$ cat src/rtl/led_display_arbiter_pkg.sv
// Shared encodings and constants for the two-requester LED display arbiter.
package led_display_arbiter_pkg;

  typedef enum logic [1:0] {
    IDLE  = 2'd0,
    OWN_A = 2'd1,
    OWN_B = 2'd2
  } state_e;

  localparam int unsigned DWELL_DEFAULT = 1000;
  localparam int unsigned CNT_W         = 16;

  // Digit slices within a 12-bit requester value; digit 0 is the rightmost.
  localparam int unsigned DIGIT_W  = 4;
  localparam int unsigned DIG0_LSB = 0;
  localparam int unsigned DIG1_LSB = 4;
  localparam int unsigned DIG2_LSB = 8;

endpackage

$ cat src/rtl/led_display_arbiter_dwell_timer.sv
// Saturating ownership timer: clears on a grant change, counts owned cycles up to limit.
module dwell_timer #(
  parameter int unsigned W = 16
) (
  input  logic         clock,
  input  logic         reset,
  input  logic         clear,
  input  logic         enable,
  input  logic [W-1:0] limit,
  output logic         done
);

  logic [W-1:0] count;

  always_ff @(posedge clock) begin
    if (reset || clear) begin
      count <= '0;
    end else if (enable && (count != limit)) begin
      count <= count + 1'b1;
    end
  end

  assign done = (count == limit);

endmodule

$ cat src/rtl/led_display_arbiter.sv
// Grants a 3-digit LED display to one of two requesters with a minimum dwell before preemption.
module led_display_arbiter
  import led_display_arbiter_pkg::*;
#(
  parameter int unsigned DWELL = DWELL_DEFAULT
) (
  input  logic        clock,
  input  logic        reset,
  input  logic        req_a,
  input  logic [11:0] val_a,
  input  logic        req_b,
  input  logic [11:0] val_b,
  output logic        gnt_a,
  output logic        gnt_b,
  output logic [3:0]  x0,
  output logic [3:0]  x1,
  output logic [3:0]  x2,
  output logic        blank
);

  localparam logic [CNT_W-1:0] LIMIT = CNT_W'(DWELL - 1);

  state_e             state, state_next;
  logic               last_a, last_a_next;
  logic               done;
  logic               gnt_a_next, gnt_b_next, blank_next;
  logic [DIGIT_W-1:0] x0_next, x1_next, x2_next;

  dwell_timer #(
    .W(CNT_W)
  ) u_dwell (
    .clock  (clock),
    .reset  (reset),
    .clear  (state_next != state),
    .enable (state != IDLE),
    .limit  (LIMIT),
    .done   (done)
  );

  // State and registered outputs
  always_ff @(posedge clock) begin
    if (reset) begin
      state  <= IDLE;
      last_a <= 1'b0;
      gnt_a  <= 1'b0;
      gnt_b  <= 1'b0;
      x0     <= '0;
      x1     <= '0;
      x2     <= '0;
      blank  <= 1'b1;
    end else begin
      state  <= state_next;
      last_a <= last_a_next;
      gnt_a  <= gnt_a_next;
      gnt_b  <= gnt_b_next;
      x0     <= x0_next;
      x1     <= x1_next;
      x2     <= x2_next;
      blank  <= blank_next;
    end
  end

  always_comb begin
    state_next = state;
    unique case (state)
      IDLE: begin
        if (req_a && req_b) state_next = last_a ? OWN_B : OWN_A;
        else if (req_a)     state_next = OWN_A;
        else if (req_b)     state_next = OWN_B;
      end
      OWN_A: begin
        if (!req_a)            state_next = req_b ? OWN_B : IDLE;
        else if (req_b && done) state_next = OWN_B;
      end
      OWN_B: begin
        if (!req_b)            state_next = req_a ? OWN_A : IDLE;
        else if (req_a && done) state_next = OWN_A;
      end
      default: state_next = IDLE;
    endcase
  end

  // Outputs are decoded from the upcoming state so they land on the same edge as the grant.
  always_comb begin
    gnt_a_next  = (state_next == OWN_A);
    gnt_b_next  = (state_next == OWN_B);
    blank_next  = (state_next == IDLE);
    last_a_next = last_a;
    x0_next     = x0;
    x1_next     = x1;
    x2_next     = x2;
    unique case (state_next)
      OWN_A: begin
        last_a_next = 1'b1;
        x0_next     = val_a[DIG0_LSB +: DIGIT_W];
        x1_next     = val_a[DIG1_LSB +: DIGIT_W];
        x2_next     = val_a[DIG2_LSB +: DIGIT_W];
      end
      OWN_B: begin
        last_a_next = 1'b0;
        x0_next     = val_b[DIG0_LSB +: DIGIT_W];
        x1_next     = val_b[DIG1_LSB +: DIGIT_W];
        x2_next     = val_b[DIG2_LSB +: DIGIT_W];
      end
      default: ;
    endcase
  end

endmodule
$ cat config.mk
export PLATFORM = sky130hd
export DESIGN_NAME = led_display_arbiter
export DESIGN_NICKNAME = d
export VERILOG_FILES = /design/src/rtl/led_display_arbiter_pkg.sv /design/src/rtl/led_display_arbiter_dwell_timer.sv /design/src/rtl/led_display_arbiter.sv
export SDC_FILE = /design/constraint.sdc
export NUM_CORES = 1
export LEC_CHECK = 0
export ABC_CLOCK_PERIOD_IN_PS = 4100
export BUFFER_PORTS_ARGS = -buffer_cell sky130_fd_sc_hd__buf_4
export CAP_MARGIN = 10
export CORE_ASPECT_RATIO = 0.6
export CORE_MARGIN = 4
export CORE_UTILIZATION = 31
export CTS_CLUSTER_DIAMETER = 80
export DETAILED_ROUTE_END_ITERATION = 10
export PLACE_DENSITY = 0.6
export RECOVER_POWER = 100
export SYNTH_ARGS = -nofsm -noshare
export SYNTH_HDL_FRONTEND = slang
export SYNTH_SLANG_ARGS = --single-unit
$ cat constraint.sdc
create_clock -name clock -period 4.1 [get_ports clock]
set_clock_uncertainty 0.2 [all_clocks]
set_input_delay 0.41 -clock clock [delete_from_list [all_inputs] [get_ports clock]]
set_output_delay 0.41 -clock clock [all_outputs]
set_load 0.1 [all_outputs]
==> impl_summary.log <==
[metrics] outcome: complete, no violations
[metrics] post-synthesis cell type count: 34
[metrics] Rows: 20
[metrics] layout overhead on the synthesized area: 22.6%
[metrics] top library cells by usage in the layout, fill and taps aside: 34 x sky130_fd_sc_hd__dfxtp_1, 28 x sky130_fd_sc_hd__buf_4, 23 x sky130_fd_sc_hd__nor2_1, 16 x sky130_fd_sc_hd__clkbuf_1, 15 x sky130_fd_sc_hd__a211oi_1
[metrics] height of the die: 64.2 um
[metrics] register bit total from synthesis: 34
[metrics] ANT nets after route: 0
[metrics] buffers inserted during post-CTS setup optimization: 0
[metrics] routed wire length on met2: 1.36 mm
[metrics] Cells after Synth: 181
[metrics] post-route fraction of the period consumed by the critical path: 84.2%
[metrics] first-pass GRT wire length: 5.88 mm
[metrics] final cell area excluding filler cells: 2000 um2
[metrics] cell chosen for the clock root: sky130_fd_sc_hd__clkbuf_8
[metrics] minimum clock period after layout: 3.45 ns
[metrics] initial antenna violation count: 0
[metrics] Buf+Inv Stages, Crit Path: 1
[metrics] estimated wirelength of the detail-placed design: 2.56 mm
[metrics] I/O pin cnt: 43
[metrics] TritonCTS sink count: 34
[metrics] GRT Residual Overflow: 0
[metrics] pin slew with the least headroom to its limit: 1.19 ns
[metrics] routed wirelength normalized by instance count: 11.9 um
[metrics] maximum number of pins on one net before global-route repair: 27
[metrics] drc violations: 0
[metrics] Avg Cell Area, Syn: 9.00 um2
[metrics] maximum single-stage delay on the critical path: 0.69 ns
[metrics] Synthesized Nets: 213
[metrics] kind of critical path: reg2reg
[metrics] Peak VDD IR: 154 uV
[metrics] count of routing violations after the opening detailed-route iteration: 37
[metrics] number of hold-slack violations in the final timing report: 0
[metrics] crit path launch type: register
[metrics] Setup violations, final: 0
[metrics] Ys Warns: 0
[metrics] area share of the largest cell type after synthesis: 41.8%
[metrics] core area: 5080 um2
[metrics] number of global-route vias before repair: 1258
[metrics] RSZ-0062 raised after global routing: false
[metrics] top cell type by total area after synthesis: sky130_fd_sc_hd__dfxtp_1
[metrics] count of cells resized by post-cts repair: 0
[metrics] biggest fanout along the worst timing path: 14
[metrics] power per cell area: 455 nW/um2
[metrics] Hold Path Class: in2reg
[metrics] fraction of final layout cells sized beyond drive strength 1: 18.2%
[metrics] Critical Path, Cell by Cell: or4_1 > nor4_1 > clkbuf_1 > mux2_4 > a21oi_1 > ha_1 > mux2i_1 > a211oi_1
[metrics] TritonCTS Buffers: 5
[metrics] fmax: 290 MHz
[metrics] Antenna Cells: 0
[metrics] Total Routed Length: 3.41 mm
[metrics] dominant cells by area after synthesis: sky130_fd_sc_hd__dfxtp_1 42%, sky130_fd_sc_hd__mux2i_1 7.4%, sky130_fd_sc_hd__a211oi_1 6.9%
[metrics] Longest Clk Path Bufs: 2
[metrics] area enclosed by the die boundary: 6520 um2
[metrics] clock latency at the later pin of the worst-skew pair: 0.28 ns
[metrics] met3 wire length: 143 um
[metrics] detailed-routing iteration count for the pre-antenna-repair pass: 4
[metrics] worst endpoint required time: 4.09 ns
[metrics] DP Area: 1990 um2
[metrics] Syn Std Cell Area: 1630 um2
[metrics] CP Data Arrival Time: 3.44 ns
[metrics] uppermost layer routed: met4
[metrics] starting utilization of the core area: 32.1%
[metrics] Final TNS setup: 0 ns
[metrics] worst relative slew slack: 20.8%
[metrics] via density per instance: 4.75
[metrics] # H-tree levels: 2
[metrics] Via Count: 1359
[metrics] Max Slew Vio Count: 0
[metrics] cell with the largest stage delay on the worst path: sky130_fd_sc_hd__ha_1
[metrics] Port Buffer Count: 42
[metrics] type of destination of the critical path: register
[metrics] CTS tree: built
[metrics] GR Util All Layers: 11.3%
[metrics] proportion of synthesized chip area in sequential cells: 41.8%
[metrics] CTS clk-pin slew, worst paths: 0.07 ns
[metrics] most common library cell in the layout ignoring fill and taps: sky130_fd_sc_hd__dfxtp_1
[metrics] Max-cap violations: 0
[metrics] Die Width: 102 um
[metrics] number of hold buffers added after cts: 0
[metrics] wire length on met1: 1.87 mm
[metrics] Leakage Power: 0.715 nW
[metrics] cell family contributing the most delay on the critical path: simple AND/OR/NAND/NOR gates
[metrics] global placement routability congestion: 0.758
[metrics] Final #Nets: 252
-- cell usage after synthesis --
cell / n
sky130_fd_sc_hd__ha_1: 4
sky130_fd_sc_hd__o311ai_0: 1
sky130_fd_sc_hd__xnor2_1: 7
sky130_fd_sc_hd__and4_1: 1
sky130_fd_sc_hd__nand3_1: 6
sky130_fd_sc_hd__inv_1: 3
sky130_fd_sc_hd__a21oi_1: 10
sky130_fd_sc_hd__nor3_1: 2
sky130_fd_sc_hd__o211ai_2: 1
sky130_fd_sc_hd__or2_2: 2
sky130_fd_sc_hd__a21o_1: 3
sky130_fd_sc_hd__a221o_2: 1
sky130_fd_sc_hd__o21ai_0: 7
sky130_fd_sc_hd__buf_4: 1
sky130_fd_sc_hd__or3_1: 8
sky130_fd_sc_hd__nand3b_1: 2
sky130_fd_sc_hd__nand4_1: 4
sky130_fd_sc_hd__nor4_2: 1
sky130_fd_sc_hd__buf_2: 3
sky130_fd_sc_hd__o31ai_1: 1
sky130_fd_sc_hd__clkbuf_1: 6
sky130_fd_sc_hd__xor2_1: 1
sky130_fd_sc_hd__mux2_4: 2
sky130_fd_sc_hd__or4_1: 3
sky130_fd_sc_hd__nor2_1: 23
sky130_fd_sc_hd__buf_1: 2
sky130_fd_sc_hd__nor2b_1: 2
sky130_fd_sc_hd__or4_4: 1
sky130_fd_sc_hd__dfxtp_1: 34
sky130_fd_sc_hd__nor4_1: 3
sky130_fd_sc_hd__a22o_1: 1
sky130_fd_sc_hd__nand2_1: 8
sky130_fd_sc_hd__a211oi_1: 15
sky130_fd_sc_hd__mux2i_1: 12
-- cells by family (layout without fill, tap and decap cells) --
group | count (synthesis) | in the layout | share of synthesized area, %
AO/OA/AOI/OAI | 40 | 40 | 16.5
XOR/XNOR | 8 | 8 | 4.30
adder cells (fa/ha/maj) | 4 | 4 | 3.07
buffers and inverters | 15 | 54 | 3.92
flip-flops | 34 | 34 | 41.8
multiplexers | 14 | 14 | 9.22
AND/OR/NAND/NOR | 66 | 66 | 21.2
-- metal layers --
layer / vias up / track usage, %
met5: - / 0
met4: 0 / 4.98
met3: 5 / 3.49
met2: 19 / 14.8
met1: 598 / 16.4
li1: 737 / -
-- flip-flops by register name, summed over array words and instances (netlist names) --
signal and cells:
u_dwell.count 16, x1 4, gnt_a 1, gnt_b 1, state 2, x0 4
blank 1, x2 4, last_a 1
-- through the flow --
step	power [mW]	worst slack [ns]	std cells	hold slack, ns	util [%]
finish	0.908	0.650	286	0.174	39.3
global route	0.956	0.304	286	0.167	39.3
CTS	0.942	0.840	286	0.161	40.7
detailed placement	0.708	0.863	279	0.279	39.2
global placement	0.708	0.885	279	0.273	39.2
floorplan	0.634	0.887	181	0.253	-
-- layout make-up --
cell class / instances / area [um2]
Clock buffer: 5 / 68.8
Clock inverter: 2 / 10.0
Fill cell: 539 / 3080
Inverter: 3 / 11.3
Multi-Input combinational cell: 132 / 873
Sequential cell: 34 / 681
Tap cell: 66 / 82.6
Timing Repair Buffer: 44 / 270
-- where the power goes --
| part | switching (mW) | leakage (nW) | internal (mW) |
|---|---|---|---|
| registers | 0.0158 | 0.278 | 0.358 |
| logic | 0.239 | 0.392 | 0.0657 |
| clock network | 0.116 | 0.0438 | 0.114 |
-- worst paths after layout --
| check | start | endpoint | slack [ns] | cells past startpoint |
|---|---|---|---|---|
| worst max register to register | u_dwell.count[3] | x0[0] | 0.65 | 8 |
| worst max-delay path | u_dwell.count[3] | x0[0] | 0.65 | 8 |
| worst min register to register | x1[3] | x1[3] | 0.29 | 2 |
| worst min-delay path | req_a | state[1] | 0.17 | 2 |
(Power assumes the default switching activity.)
